File: src/rtl/mul_seq_ctrl.sv
// Control FSM for a repeated-addition multiplier: loads A then B from the shared bus,
// clears P, then steps P<=P+A / B<=B-1 until z, with an iteration watchdog and abort.
module mul_seq_ctrl #(
    parameter int ITER_W   = 8,
    parameter int MAX_ITER = 255
) (
    input  logic              clk,
    input  logic              rst,
    input  logic              i_start,
    input  logic              i_abort,
    input  logic              i_din_valid,
    input  logic              i_z,
    output logic              o_lda,
    output logic              o_ldb,
    output logic              o_clrp,
    output logic              o_ldp,
    output logic              o_decb,
    output logic              o_busy,
    output logic              o_done,
    output logic              o_err,
    output logic [ITER_W-1:0] o_iter_cnt
);

    typedef enum logic [2:0] {
        S_IDLE,
        S_WA,
        S_WB,
        S_CHK,
        S_ADD,
        S_DONE
    } state_t;

    localparam logic [ITER_W-1:0] MAX_CNT = ITER_W'(MAX_ITER);

    state_t            r_state;
    state_t            w_state_next;
    logic [ITER_W-1:0] r_iter_cnt;
    logic [ITER_W-1:0] w_iter_next;
    logic              r_err;
    logic              w_err_next;

    always_ff @(posedge clk or posedge rst) begin
        if (rst) begin
            r_state    <= S_IDLE;
            r_iter_cnt <= '0;
            r_err      <= 1'b0;
        end else begin
            r_state    <= w_state_next;
            r_iter_cnt <= w_iter_next;
            r_err      <= w_err_next;
        end
    end

    always_comb begin
        w_state_next = r_state;
        w_iter_next  = r_iter_cnt;
        w_err_next   = r_err;
        o_lda        = 1'b0;
        o_ldb        = 1'b0;
        o_clrp       = 1'b0;
        o_ldp        = 1'b0;
        o_decb       = 1'b0;
        o_done       = 1'b0;
        o_busy       = (r_state != S_IDLE);
        case (r_state)
            S_IDLE: begin
                if (i_start) begin
                    w_state_next = S_WA;
                    w_iter_next  = '0;
                    w_err_next   = 1'b0;
                end
            end
            S_WA: begin
                // abort outranks a simultaneous bus transfer
                if (i_abort) begin
                    w_state_next = S_IDLE;
                end else begin
                    o_lda = i_din_valid;
                    if (i_din_valid) w_state_next = S_WB;
                end
            end
            S_WB: begin
                if (i_abort) begin
                    w_state_next = S_IDLE;
                end else begin
                    o_ldb  = i_din_valid;
                    o_clrp = i_din_valid;
                    if (i_din_valid) w_state_next = S_CHK;
                end
            end
            S_CHK: begin
                if (i_abort) begin
                    w_state_next = S_IDLE;
                end else if (i_z) begin
                    w_state_next = S_DONE;
                end else if (r_iter_cnt == MAX_CNT) begin
                    w_state_next = S_DONE;
                    w_err_next   = 1'b1;
                end else begin
                    w_state_next = S_ADD;
                end
            end
            S_ADD: begin
                if (i_abort) begin
                    w_state_next = S_IDLE;
                end else begin
                    o_ldp        = 1'b1;
                    o_decb       = 1'b1;
                    w_iter_next  = r_iter_cnt + 1'b1;
                    w_state_next = S_CHK;
                end
            end
            S_DONE: begin
                o_done       = 1'b1;
                w_state_next = S_IDLE;
            end
            default: w_state_next = S_IDLE;
        endcase
    end

    assign o_err      = r_err;
    assign o_iter_cnt = r_iter_cnt;

endmodule

File: config.mk
export PLATFORM = sky130hd
export DESIGN_NAME = mul_seq_ctrl
export DESIGN_NICKNAME = d
export VERILOG_FILES = /design/src/rtl/mul_seq_ctrl.sv
export SDC_FILE = /design/constraint.sdc
export NUM_CORES = 1
export LEC_CHECK = 0
export CAP_MARGIN = 20
export CORE_AREA = 2 2 49 46
export DETAILED_ROUTE_END_ITERATION = 6
export DIE_AREA = 0 0 51 48
export GPL_TIMING_DRIVEN = 0
export PLACE_DENSITY = 0.71
export SYNTH_ARGS = -nofsm -noshare
export SYNTH_HDL_FRONTEND = slang
export SYNTH_SLANG_ARGS = --single-unit
File: constraint.sdc
create_clock -name clk -period 1.5 [get_ports clk]
set_input_delay 0.3 -clock clk [delete_from_list [all_inputs] [get_ports clk]]
set_output_delay 0.3 -clock clk [all_outputs]
set_load 0.1 [all_outputs]
# Word level (Yosys, flattened, before mapping)
# Cells that the tools add are included.
word_totals:
  reg_bits: 12
  in_bits: 6
classes:
  reduce_logical: 7
  eq_ne: 13
  muxes: 24
  addsub: 1
op_table:
  columns: ["op", "n"]
  rows:
  - ["2-to-1 mux 3 bit", 6]
  - ["2-to-1 mux 8 bit", 2]
  - ["case mux 8 bit (2 select lines)", 1]
  - ["case mux 3 bit (5 select lines)", 1]
  - ["2-to-1 mux 1 bit", 12]
  - ["!= test 2 bit, second input constant", 5]
  - ["adder 8 x 1 -> 8 bit, second input constant", 1]
  - ["== test 8 bit, second input constant", 1]
  - ["== test 3 x 2 -> 1 bit, second input constant", 2]
  - ["== test 3 bit, second input constant", 2]
  - ["!= test 3 bit, second input constant", 2]
  - ["AND reduction 3 bit", 2]
  - ["AND reduction 5 bit", 1]
  - ["nonzero test 2 bit", 2]
  - ["== test 3 x 1 -> 1 bit, second input constant", 1]
  - ["logical NOT 3 bit", 1]
  - ["nonzero test 3 bit", 1]
  - ["2-to-1 mux 2 bit", 1]
  - ["case mux 1 bit (2 select lines)", 1]

# Logic depth before layout (Yosys ltp)
depth:
  word_depth: 5
  depth_mapped: 5
  ltp_nobuf: 4

# Least setup slack after synthesis
# Ideal clock, no wire load.
synth_path:
  path_kind: "register -> output"
  startpoint: "register r_state[1]"
  endpoint: "output port o_ldb"
  path_stages_with_launch: 5
  path_slack_ns: -2.092
  path_buffers: 2
  required_time_ns: 1.200
  arrival_ns: 3.292
  path_cell_list: "dfrtp_1 > clkbuf_1 > nand3b_1 > nor3_1 > buf_4"
synth_between:
  elab_chain_len: 2
synth_lines:
  columns: ["item", "line_no", "rtl"]
  rows:
  - ["start: declaration", "35", "state_t r_state;"]
  - ["start signal: assignment", "48", "r_state <= w_state_next;"]
  - ["== test 3 x 2 -> 1 bit", null, null]
  - ["2-to-1 mux 1 bit", null, null]
  - ["end: declaration", "14", "output logic o_ldb,"]
# Every way passes these cells.

# Final worst setup path
layout_path:
  startpoint: "register r_state[0]"
  endpoint: "output port o_ldp"
layout_between:
  elab_chain_len: 2
layout_lines:
  columns: ["item", "line_no", "rtl"]
  rows:
  - ["== test 3 bit", "65", "case (r_state)"]
  - ["2-to-1 mux 1 bit", "65", null]
  - ["end: declaration", "16", "output logic o_ldp,"]
# Every way passes these cells.

==> results.sh <==
export IMPL_status="finished, violations left"
export IMPL_violated_checks="negative setup slack"
export IMPL_place_congestion=0.8027
export IMPL_design_portCount=22
export IMPL_final_count_of_hold_timing_violations=0
export IMPL_clock_sink_count=12
export IMPL_port_buffers=21
export IMPL_timing_critical_path_cells="or4b_4 > clkinvlp_4 > buf_12 > buf_16"
export IMPL_synth_mux_area_fraction_pct=5.263
export IMPL_synth_net_count=92
export IMPL_synth_compound_area_share_pct=12.99
export IMPL_stages_on_worst_setup_path=4
export IMPL_max_slew_margin_rel_pct=67.98
export IMPL_cp_num_buf_inv=3
export IMPL_post_synth_xor_area_fraction_pct=0
export IMPL_insertedDiodeCount=0
export IMPL_grt_pass1_vias=769
export IMPL_grt_pass1_wl_um=3732
export IMPL_final_design_area_no_fill_mm2=0.001319
export IMPL_die_width_um=51
export IMPL_timing_hold_ws_ns=0.3250
export IMPL_cp_data_arrival_time_ns=1.61
export IMPL_synthArstFlopShare_pct=100.0
export IMPL_detail_route_first_pass_iterations=4
export IMPL_largest_incremental_delay_on_the_critical_path_ns=0.57
export IMPL_worstRegToRegCells=6
export IMPL_layout_setup_ws_ns=-0.4123
export IMPL_fillerInstances=144
export IMPL_final_layout_size_suffix_gt1_share_pct=51.72
export IMPL_worstSetupPathType="reg -> out"
export IMPL_post_layout_min_period_ns=1.912
export IMPL_synth_ff_type="sky130_fd_sc_hd__dfrtp_1"
export IMPL_area_growth_syn_to_layout_pct=73.35
export IMPL_syn_inst=85
export IMPL_post_syn_area_um2=760.7
export IMPL_path_delay_family="simple AND/OR/NAND/NOR gates"
export IMPL_worstMarginPinSlew_ns=0.4797
export IMPL_tritoncts="done"
export IMPL_grt_setup_unrepaired="true"
export IMPL_number_of_flops_mapped_to_enable_cells_by_yosys=0
export IMPL_clkTransAtPathRegs_ns=0.09
export IMPL_core_region_area_mm2=0.001896
export IMPL_worst_setup_path_start_kind="register"
export IMPL_setup_skew_ns=0.01101
export IMPL_timing_final_max_slew_violations=0
export IMPL_drt_vias_per_instance=5.489
export IMPL_root_buffer="sky130_fd_sc_hd__clkbuf_4"
export IMPL_holdBufCountCts=0
export IMPL_data_required_time_at_the_worst_endpoint_ns=1.20
export IMPL_clockBufferDepth=2
export IMPL_post_route_period_util_pct=127.5
export IMPL_nNetsFinal=124
export IMPL_inserted_clock_buffers=3
export IMPL_dpl_hpwl_um=1375
export IMPL_yosys_cell_types_count=31
export IMPL_die_outline_area_mm2=0.002448
export IMPL_grt_usage_pct=21.17
export IMPL_detail_route_drc_violations=0
export IMPL_drtIter0Drc=22
export IMPL_endpoint_kind="primary output"
export IMPL_cpMaxStageDelayCell="sky130_fd_sc_hd__or4b_4"
export IMPL_synth_top_family_by_area="simple AND/OR/NAND/NOR gates"
export IMPL_pre_cts_ws_ns=-1.625
export IMPL_placed_area_mm2=0.001095
export IMPL_pwr_density_cell_mw_per_mm2=1196
export IMPL_drtAntennaViolNets=0
export IMPL_global_route_overflow_total=0
export IMPL_yosysTopAreaCell="sky130_fd_sc_hd__dfrtp_1"
export IMPL_grt_max_degree=13
export IMPL_setup_viol=13
export IMPL_fmaxAchievable_mhz=522.9
export IMPL_synthesis_area_per_instance_um2=8.950
export IMPL_synth_warnings=0
export IMPL_core_rowCount=15
export IMPL_yosysSeqAreaShare_pct=39.47
export IMPL_worst_ir_drop_vdd_v=0.0009690
export IMPL_synth_top_cells_by_area="sky130_fd_sc_hd__dfrtp_1, sky130_fd_sc_hd__mux2i_1, sky130_fd_sc_hd__a211oi_1, sky130_fd_sc_hd__inv_1, sky130_fd_sc_hd__and4bb_2"
export IMPL_timing_max_cap_violations=0
export IMPL_insertion_delay_ns=0.28
export IMPL_yosys_area_share_simple_pct=32.07
export IMPL_die_span_in_y_um=48
export IMPL_totalWireLength_um=2228
export IMPL_postSynthRegisterBits=12
export IMPL_total_power_mw=1.577
export IMPL_final_layout_setup_total_negative_slack_ns=-2.822
export IMPL_ctsHtreeMaxLevel=1
export IMPL_initial_core_util_pct=40.13
export IMPL_via_count=774
export IMPL_hp_class="in -> async"
export IMPL_crit_path_max_fanout=3
export IMPL_grt_antenna_before_repair=0
export IMPL_total_leakage_power_nw=0.5363
export IMPL_yosysTopAreaCellShare_pct=39.47
export IMPL_route_detailed_wl_per_inst_um=15.80
export IMPL_synth_adder_area_share_pct=1.645
[area by class of cell]
class	instances	area, um2	area share, %
Inverter	8	33.78	2.562
Timing Repair Buffer	30	324.1	24.57
Clock buffer	4	26.28	1.992
Tap cell	25	31.28	2.372
Buffer	4	61.31	4.649
Sequential cell	12	321.6	24.38
Multi-Input combinational cell	58	520.5	39.47
[per-layer routing]
metal	track usage [%]	up-vias	routed length (um)
met5	0	-	0
met4	3.784	0	15
met3	5.625	2	108
met2	37.40	29	1141
met1	26.89	376	962
li1	-	367	-
[cell usage in the layout, fill, tap and decap left out, drive strengths merged, types with 4 or more instances in the layout]
cell     n
buf     24
dfrtp   12
clkbuf   9
inv      7
nand2    6
a211oi   4
mux2i    4
or3      4
nand2b   4
[metrics by stage]
stage	utilization [%]	std cells
2_1_floorplan	-	85
3_3_place_gp	57.76	131
3_5_place_dp	57.76	131
4_1_cts	68.05	141
5_1_grt	69.57	141
6_report	69.57	141
[logic make-up (layout without fill, tap and decap cells)]
family	after synthesis	in the layout
multiplexers	4	4
AO/OA/AOI/OAI	15	15
flip-flops	12	12
buffers and inverters	15	46
AND/OR/NAND/NOR	38	38
adder cells (fa/ha/maj)	1	1
[registers in the layout, summed over array words and instances (netlist names)]
signal,count
o_err,1
r_state,3
o_iter_cnt,8
[worst paths after layout]
| kind | slack (ns) | endpoint | from |
|---|---|---|---|
| worst min-delay path | 0.32 | o_iter_cnt[1] | rst |
| worst min register to register | 0.51 | o_iter_cnt[6] | o_iter_cnt[6] |
| worst max register to register | -0.33 | o_iter_cnt[2] | r_state[0] |
| max in group asynchronous | 0.81 | r_state[2] | rst |
| worst max-delay path | -0.41 | o_ldp | r_state[0] |
| min in group clk | 0.51 | o_iter_cnt[6] | o_iter_cnt[6] |
[synth_stat cells, drive strengths merged, types with 4 or more instances]
cell / count
clkbuf: 4
dfrtp: 12
nand2b: 4
nand2: 6
mux2i: 4
a211oi: 4
inv: 8
or3: 4
[power breakdown]
| part | internal, mW | switching [mW] | leakage (nW) |
|---|---|---|---|
| combinational | 0.367 | 0.579 | 0.372 |
| clock | 0.103 | 0.117 | 0.0150 |
| sequential | 0.368 | 0.0427 | 0.149 |
[what timing repair did]
action,in CTS,in global routing
cloned,1,0
pin swaps,8,2
endpoints found under the setup margin,25,21
buffers inserted,6,2
gates resized for setup,130,16
No activity file was read; power rests on OpenSTA's default activity.
